$ cat src/rtl/tmp8_io_pkg.sv
// TMP8 I/O shared definitions.
// Write-op encodings, port FSM states and the bitwise op helper.
package tmp8_io_pkg;

    localparam logic [1:0] OP_LOAD = 2'b00;
    localparam logic [1:0] OP_SET  = 2'b01;
    localparam logic [1:0] OP_CLR  = 2'b10;
    localparam logic [1:0] OP_TGL  = 2'b11;

    typedef enum logic {
        ST_IDLE  = 1'b0,
        ST_PULSE = 1'b1
    } port_state_t;

    function automatic logic [7:0] apply_op(
        input logic [1:0] op,
        input logic [7:0] cur,
        input logic [7:0] data
    );
        logic [7:0] res;
        res = data;
        unique case (1'b1)
            (op == OP_LOAD): res = data;
            (op == OP_SET):  res = cur | data;
            (op == OP_CLR):  res = cur & ~data;
            (op == OP_TGL):  res = cur ^ data;
            default:         res = data;
        endcase
        return res;
    endfunction

endpackage

$ cat src/rtl/out_port_8bit.sv
// TMP8 8-bit parallel output port.
// Bitwise writes, optional timed pulse with restore, ready/busy handshake.
module out_port_8bit
    import tmp8_io_pkg::*;
#(
    parameter logic [7:0] RESET_VALUE  = 8'h00,
    parameter int         PULSE_CYCLES = 4
) (
    input  logic       clk,
    input  logic       rst_n,
    input  logic       wr_en,
    input  logic [1:0] wr_op,
    input  logic [7:0] wr_data,
    input  logic       wr_pulse,
    output logic       wr_ready,
    output logic [7:0] port_out,
    output logic       busy,
    output logic       changed
);

    localparam int CW = (PULSE_CYCLES > 1) ? $clog2(PULSE_CYCLES) : 1;
    localparam logic [CW-1:0] CNT_INIT = CW'(PULSE_CYCLES - 1);

    port_state_t   state, state_nx;
    logic [CW-1:0] cnt, cnt_nx;
    logic [7:0]    saved, saved_nx;
    logic [7:0]    port_nx;

    // Ready depends on state only, so no input-to-output path.
    assign wr_ready = (state == ST_IDLE);
    assign busy     = ~wr_ready;

    // Register state, port value, pulse counter, saved value and change strobe.
    always_ff @(posedge clk) begin
        if (!rst_n) begin
            state    <= ST_IDLE;
            cnt      <= '0;
            saved    <= RESET_VALUE;
            port_out <= RESET_VALUE;
            changed  <= 1'b0;
        end else begin
            state    <= state_nx;
            cnt      <= cnt_nx;
            saved    <= saved_nx;
            port_out <= port_nx;
            changed  <= (port_nx != port_out);
        end
    end

    // Next-state: accept writes in IDLE, count down and restore in PULSE.
    always_comb begin
        state_nx = state;
        cnt_nx   = cnt;
        saved_nx = saved;
        port_nx  = port_out;
        unique case (state)
            ST_IDLE: begin
                if (wr_en) begin
                    port_nx = apply_op(wr_op, port_out, wr_data);
                    if (wr_pulse) begin
                        saved_nx = port_out;
                        cnt_nx   = CNT_INIT;
                        state_nx = ST_PULSE;
                    end
                end
            end
            ST_PULSE: begin
                if (cnt != '0) begin
                    cnt_nx = cnt - 1'b1;
                end else begin
                    port_nx  = saved;
                    state_nx = ST_IDLE;
                end
            end
            default: state_nx = ST_IDLE;
        endcase
    end

endmodule
$ cat config.mk
export PLATFORM = sky130hd
export DESIGN_NAME = out_port_8bit
export DESIGN_NICKNAME = d
export VERILOG_FILES = /design/src/rtl/tmp8_io_pkg.sv /design/src/rtl/out_port_8bit.sv
export SDC_FILE = /design/constraint.sdc
export NUM_CORES = 1
export LEC_CHECK = 0
export ABC_AREA = 1
export BUFFER_PORTS_ARGS = -buffer_cell sky130_fd_sc_hd__clkbuf_2
export CAP_MARGIN = 20
export CORE_MARGIN = 8
export CORE_UTILIZATION = 55
export DETAILED_ROUTE_END_ITERATION = 8
export PLACE_DENSITY_LB_ADDON = 0.15
export SKIP_LAST_GASP = 1
export SLEW_MARGIN = 20
export SYNTH_ARGS = -nofsm -noshare
export SYNTH_HDL_FRONTEND = slang
export SYNTH_SLANG_ARGS = --single-unit
export TNS_END_PERCENT = 5
$ cat constraint.sdc
create_clock -name clk -period 2 [get_ports clk]
set_clock_uncertainty 0.15 [all_clocks]
set_input_delay 0.6 -clock clk [delete_from_list [all_inputs] [get_ports clk]]
set_output_delay 0.6 -clock clk [all_outputs]
set_load 0.005 [all_outputs]
=== Word level (Yosys, flattened, before mapping) ===
Index checks and enable logic that the tools add are counted.

* Register bits after elaboration: 20
* Bits of input ports: 14
* Output and inout port bits: 11
* Word-level logic and storage cells: 33

* $add $sub $neg: 1
* Equality and inequality tests: 7
* Mux-type cells: 12
* Bitwise gates (word level): 5
* Reduce and logical (&&, ||, !) cells: 3

{| class="wikitable"
|+ Operators by type and width
! operator !! number
|-
| 8-bit case mux with 3 select lines || 1
|-
| 8-bit 2-to-1 mux || 2
|-
| 8-bit case mux with 2 select lines || 1
|-
| 8-bit bitwise AND || 1
|-
| 8-bit inequality test || 1
|-
| 8-bit NOT || 1
|-
| 8-bit OR || 1
|-
| 8-bit bitwise XOR || 1
|-
| 2-bit 2-to-1 mux || 3
|-
| 3-bit AND reduction || 2
|-
| 2-bit equality test, second input constant || 2
|-
| 2-bit inequality test, second input constant || 2
|-
| 2-bit case mux with 2 select lines || 1
|-
| 1-bit 2-to-1 mux || 3
|-
| 2-bit by 1-bit equality test with 1-bit output, second input constant || 1
|-
| 2-bit by 1-bit inequality test with 1-bit output, second input constant || 1
|-
| 1-bit case mux with 2 select lines || 1
|-
| 2-bit nonzero test || 1
|-
| 2-bit by 1-bit subtractor with 2-bit output, second input constant || 1
|-
| 1-bit NOT || 1
|}

=== Longest topological paths before layout ===
* Depth in word-level cells: 6
* Gate-level depth with buffers: 14

=== Worst setup path after synthesis ===
No wires, ideal clock.

* Path kind: input -> register
* Start: in wr_data[4]
* End: reg changed
* Arrival: 1.596 ns
* Required time: 1.722 ns
* Setup slack: 0.127 ns
* Stages on the path: 12
* Path buffers: 0
* Path through: inv_1 -> ha_1 -> nand3_2 -> nand2_1 -> o21ai_1 -> nand2_1 -> nand3_1 -> nand2_2 -> nor2_2 -> nand2_1 -> nor2_1 -> nor2_1

* Longest elaborated chain between the ends: 6

{| class="wikitable"
|+ RTL lines
! element !! RTL line !! RTL
|-
| from (decl) || out_port_8bit.sv:13 || <nowiki>input logic [7:0] wr_data,</nowiki>
|-
| 8-bit NOT || tmp8_io_pkg.sv:25 || <nowiki>(op == OP_CLR): res = cur & ~data;</nowiki>
|-
| 8-bit bitwise AND || tmp8_io_pkg.sv:25 ||
|-
| 8-bit case mux with 3 select lines * || tmp8_io_pkg.sv:22 || <nowiki>unique case (1'b1)</nowiki>
|-
| 8-bit 2-to-1 mux * || out_port_8bit.sv:58 || <nowiki>if (wr_en) begin</nowiki>
|-
| 8-bit case mux with 2 select lines * || out_port_8bit.sv:56 || <nowiki>unique case (state)</nowiki>
|-
| 8-bit inequality test * || out_port_8bit.sv:46 || <nowiki>changed <= (port_nx != port_out);</nowiki>
|-
| to (signal assigned) || out_port_8bit.sv:46 ||
|-
| to (decl) || out_port_8bit.sv:18 || <nowiki>output logic changed</nowiki>
|}

Mark *: on every way between the ends. The rest lies on a longest branch, timed or not.
A chain may end at the register's enable or synchronous reset.

=== Worst setup path in the final report ===
* Start: reg port_out[0]
* End: reg changed

* Longest elaborated chain between the ends: 5

{| class="wikitable"
|+ RTL lines
! element !! RTL line !! RTL
|-
| from (decl) || out_port_8bit.sv:16 || <nowiki>output logic [7:0] port_out,</nowiki>
|-
| from (signal assigned) || out_port_8bit.sv:45 || <nowiki>port_out <= port_nx;</nowiki>
|-
| 8-bit bitwise XOR, or another cell as far along || tmp8_io_pkg.sv:26 || <nowiki>(op == OP_TGL): res = cur ^ data;</nowiki>
|-
| 8-bit case mux with 3 select lines || tmp8_io_pkg.sv:22 ||
|-
| 8-bit 2-to-1 mux || out_port_8bit.sv:58 ||
|-
| 8-bit case mux with 2 select lines || out_port_8bit.sv:56 ||
|-
| 8-bit inequality test * || out_port_8bit.sv:46 ||
|}

Marked as above.

==> flow_summary.json <==
{
  "worst_setup_path_end_kind": "flop",
  "hold_viol": 0,
  "cts_sinks": 20,
  "synth_area_leader_cell": "dfxtp_1",
  "drt-pass1-iter-count": 4,
  "drtIter0Drc": 88,
  "fin_cells": 297,
  "p_sw_uw": 369.0,
  "p_per_area_nw_per_um2": 574.2,
  "drv_slew": 0,
  "core_area_um2": 2734,
  "die_width_um": 69.43,
  "cts.reportedPaths.clkPinSlew_ns": 0.12,
  "cell_internal_pwr_uw": 675.5,
  "irDropWorstVdd_mv": 0.5439,
  "hpwl_mm": 2.791,
  "finalPower_mw": 1.045,
  "first_global_vias": 1360,
  "cts_tree": "done",
  "fin_nets": 299,
  "grt_pass1_wl_mm": 5.940,
  "final_antenna_net_count": 0,
  "io_pins": 25,
  "maxClockFrequency_ghz": 0.5619,
  "postCtsHoldBufs": 0,
  "wire_per_inst_um": 11.90,
  "syn_area_um2": 1570,
  "worst_pin_slew_ns": 0.4013,
  "grt_max_degree": 18,
  "ctsRootBufferMaster": "clkbuf_4",
  "crit_arrival_ns": 1.85,
  "switching_share_pct": 35.33,
  "ctsResizeCount": 0,
  "syn_nets": 260,
  "setup.worst_path.start_class": "flop",
  "yosys_warnings": 0,
  "worstPathRequired_ns": 2.07,
  "grt.overflow.total": 0,
  "h-tree-depth": 1,
  "power_frac_seq_pct": 43.3,
  "startpoint": "port_out[0]",
  "vias": 1515,
  "area_growth_pct": 15.86,
  "cp-endpoint": "changed",
  "worstSkewPairLatency_ns": 0.31,
  "antenna_found_initial": 0,
  "synthCells": 229,
  "io_buffers": 24,
  "hp-class": "flop to flop",
  "r2r-start": "port_out[0]",
  "ys_types": 21,
  "dieHeight_um": 69.43,
  "syn_avg_cell_area_um2": 6.857,
  "drt-vias-per-instance": 5.101,
  "initial_core_util_pct": 57.44,
  "ys_ff_latch": 20,
  "status": "completed",
  "ys_seq_area_share_pct": 25.50,
  "globalRouteTotalUtil_pct": 14.17,
  "path_class": "flop to flop",
  "timing.final.crit_period_ns": 1.780,
  "n_antenna_cell": 0,
  "clkPwrFrac_pct": 18.7,
  "clockBufferDepth": 2,
  "yosysTopAreaCellShare_pct": 25.50,
  "layout_worst_path_cycle_share_pct": 88.99,
  "gp_congestion": 0.8248,
  "totalWireLength_mm": 3.534,
  "post-route-drc-count": 0,
  "relSlewSlack_pct": 73.22,
  "cap_viol_max_count": 0,
  "numCtsBuffers": 3,
  "setup-violations-final": 0,
  "fp-row-count": 19,
  "post_cts_buffers": 0,
  "r2r_slack_ns": 0.22,
  "crit_fanout": 5,
  "rr_endpoint": "changed",
  "layout-drive-gt1-share_pct": 23.31,
  "hold-path-cell-count": 2,
  "power_frac_comb_pct": 38.0,
  "dieArea_um2": 4821,
  "rsz0062_at_grt": "no",
  "min_from": "cnt[1]",
  "reg2reg_depth": 12,
  "p_leak_nw": 0.9672,
  "synth.area.top_cells": "dfxtp_1, ha_1, a21oi_1",
  "dp.cells": 294
}
==> critical path: stages (launching register included) <==
cell,delay [ns]
dfxtp_1,0.42
inv_1,0.11
ha_1,0.28
nand3_1,0.08
nand2_1,0.05
o21ai_1,0.13
nand2_1,0.08
nand3_1,0.07
nand2_1,0.06
nor2_1,0.09
nand2_1,0.05
nor2_1,0.08
nor2_1,0.04
==> per-stage QoR <==
stage | hold slack [ns] | worst slack [ns] | cell area [µm²] | utilization [%] | setup TNS (ns)
floorplan | 0.2968 | 0.1268 | 1570 | - | 0
global placement | 0.3088 | -0.05732 | 1794 | 65.63 | -0.05732
detailed placement | 0.3135 | -0.07240 | 1794 | 65.63 | -0.07240
CTS | 0.3401 | 0.1023 | 1817 | 66.45 | 0
global route | 0.3664 | 0.05893 | 1819 | 66.54 | 0
finish | 0.3346 | 0.2202 | 1819 | 66.54 | 0
==> registers in the layout, summed over array words and instances, names as in the netlist <==
register,count
cnt,2
saved,8
changed,1
busy,1
port_out,8
==> logic make-up (layout without fill, tap and decap cells) <==
group / Yosys count / in the layout / synth area share, %
flip-flops: 20 / 20 / 25.50
adder cells (fa/ha/maj): 17 / 17 / 13.55
AO/OA/AOI/OAI: 66 / 66 / 21.28
buffers and inverters: 38 / 75 / 13.63
AND/OR/NAND/NOR: 88 / 88 / 26.06
==> cells in the final DEF, fill, tap and decap left out, types with 5 or more instances in the layout <==
cell type,instances
clkbuf_2,24
nand2_1,42
ha_1,16
o21ai_0,16
inv_1,22
a21oi_1,41
buf_4,22
o21ai_1,8
nor2_1,17
nand3_1,21
dfxtp_1,20
nand3_2,5
==> layout make-up <==
class / count / area [µm²]
clock buffers: 3 / 22.52
fillers: 279 / 914.6
inverters: 25 / 93.84
multi-input cells: 171 / 958.4
flip-flops and latches: 20 / 400.4
well taps: 31 / 38.79
repair buffers: 47 / 305.3
==> worst min path at each step <==
stage / endpoint / slack [ns]
floorplan: cnt[1] / 0.30
global placement: cnt[1] / 0.31
detailed placement: cnt[1] / 0.31
CTS: cnt[1] / 0.34
global route: cnt[1] / 0.37
finish: cnt[1] / 0.33
==> power by group through the flow <==
| stage | registers [mW] | clock network [mW] | logic [mW] |
|---|---|---|---|
| 4_1_cts | 0.453 | 0.198 | 0.399 |
| 5_1_grt | 0.456 | 0.215 | 0.453 |
| 3_3_place_gp | 0.460 | 0 | 0.389 |
| 6_report | 0.453 | 0.195 | 0.397 |
| 3_5_place_dp | 0.462 | 0 | 0.396 |
| 2_1_floorplan | 0.467 | 0 | 0.263 |
==> per-layer routing <==
metal | track usage (%) | vias up | share of wire, %
li1 | - | 834 | -
met1 | 18.89 | 650 | 53
met2 | 22.44 | 26 | 42
met3 | 2.575 | 5 | 3.6
met4 | 4.100 | 0 | 1.2
met5 | 0 | - | 0
==> Yosys cell counts <==
| cell | n |
|---|---|
| inv_1 | 22 |
| o21ai_0 | 16 |
| nand3_2 | 5 |
| dfxtp_1 | 20 |
| nor2_8 | 1 |
| ha_1 | 17 |
| clkbuf_1 | 2 |
| a32oi_1 | 1 |
| nor2_2 | 1 |
| inv_2 | 3 |
| buf_2 | 2 |
| nand2_1 | 42 |
| nor2_1 | 17 |
| buf_4 | 3 |
| a21oi_1 | 41 |
| nand2_2 | 1 |
| o21ai_1 | 8 |
| nand3_1 | 21 |
| buf_8 | 1 |
| buf_6 | 4 |
| buf_12 | 1 |
No activity file was read; power rests on OpenSTA's default activity.
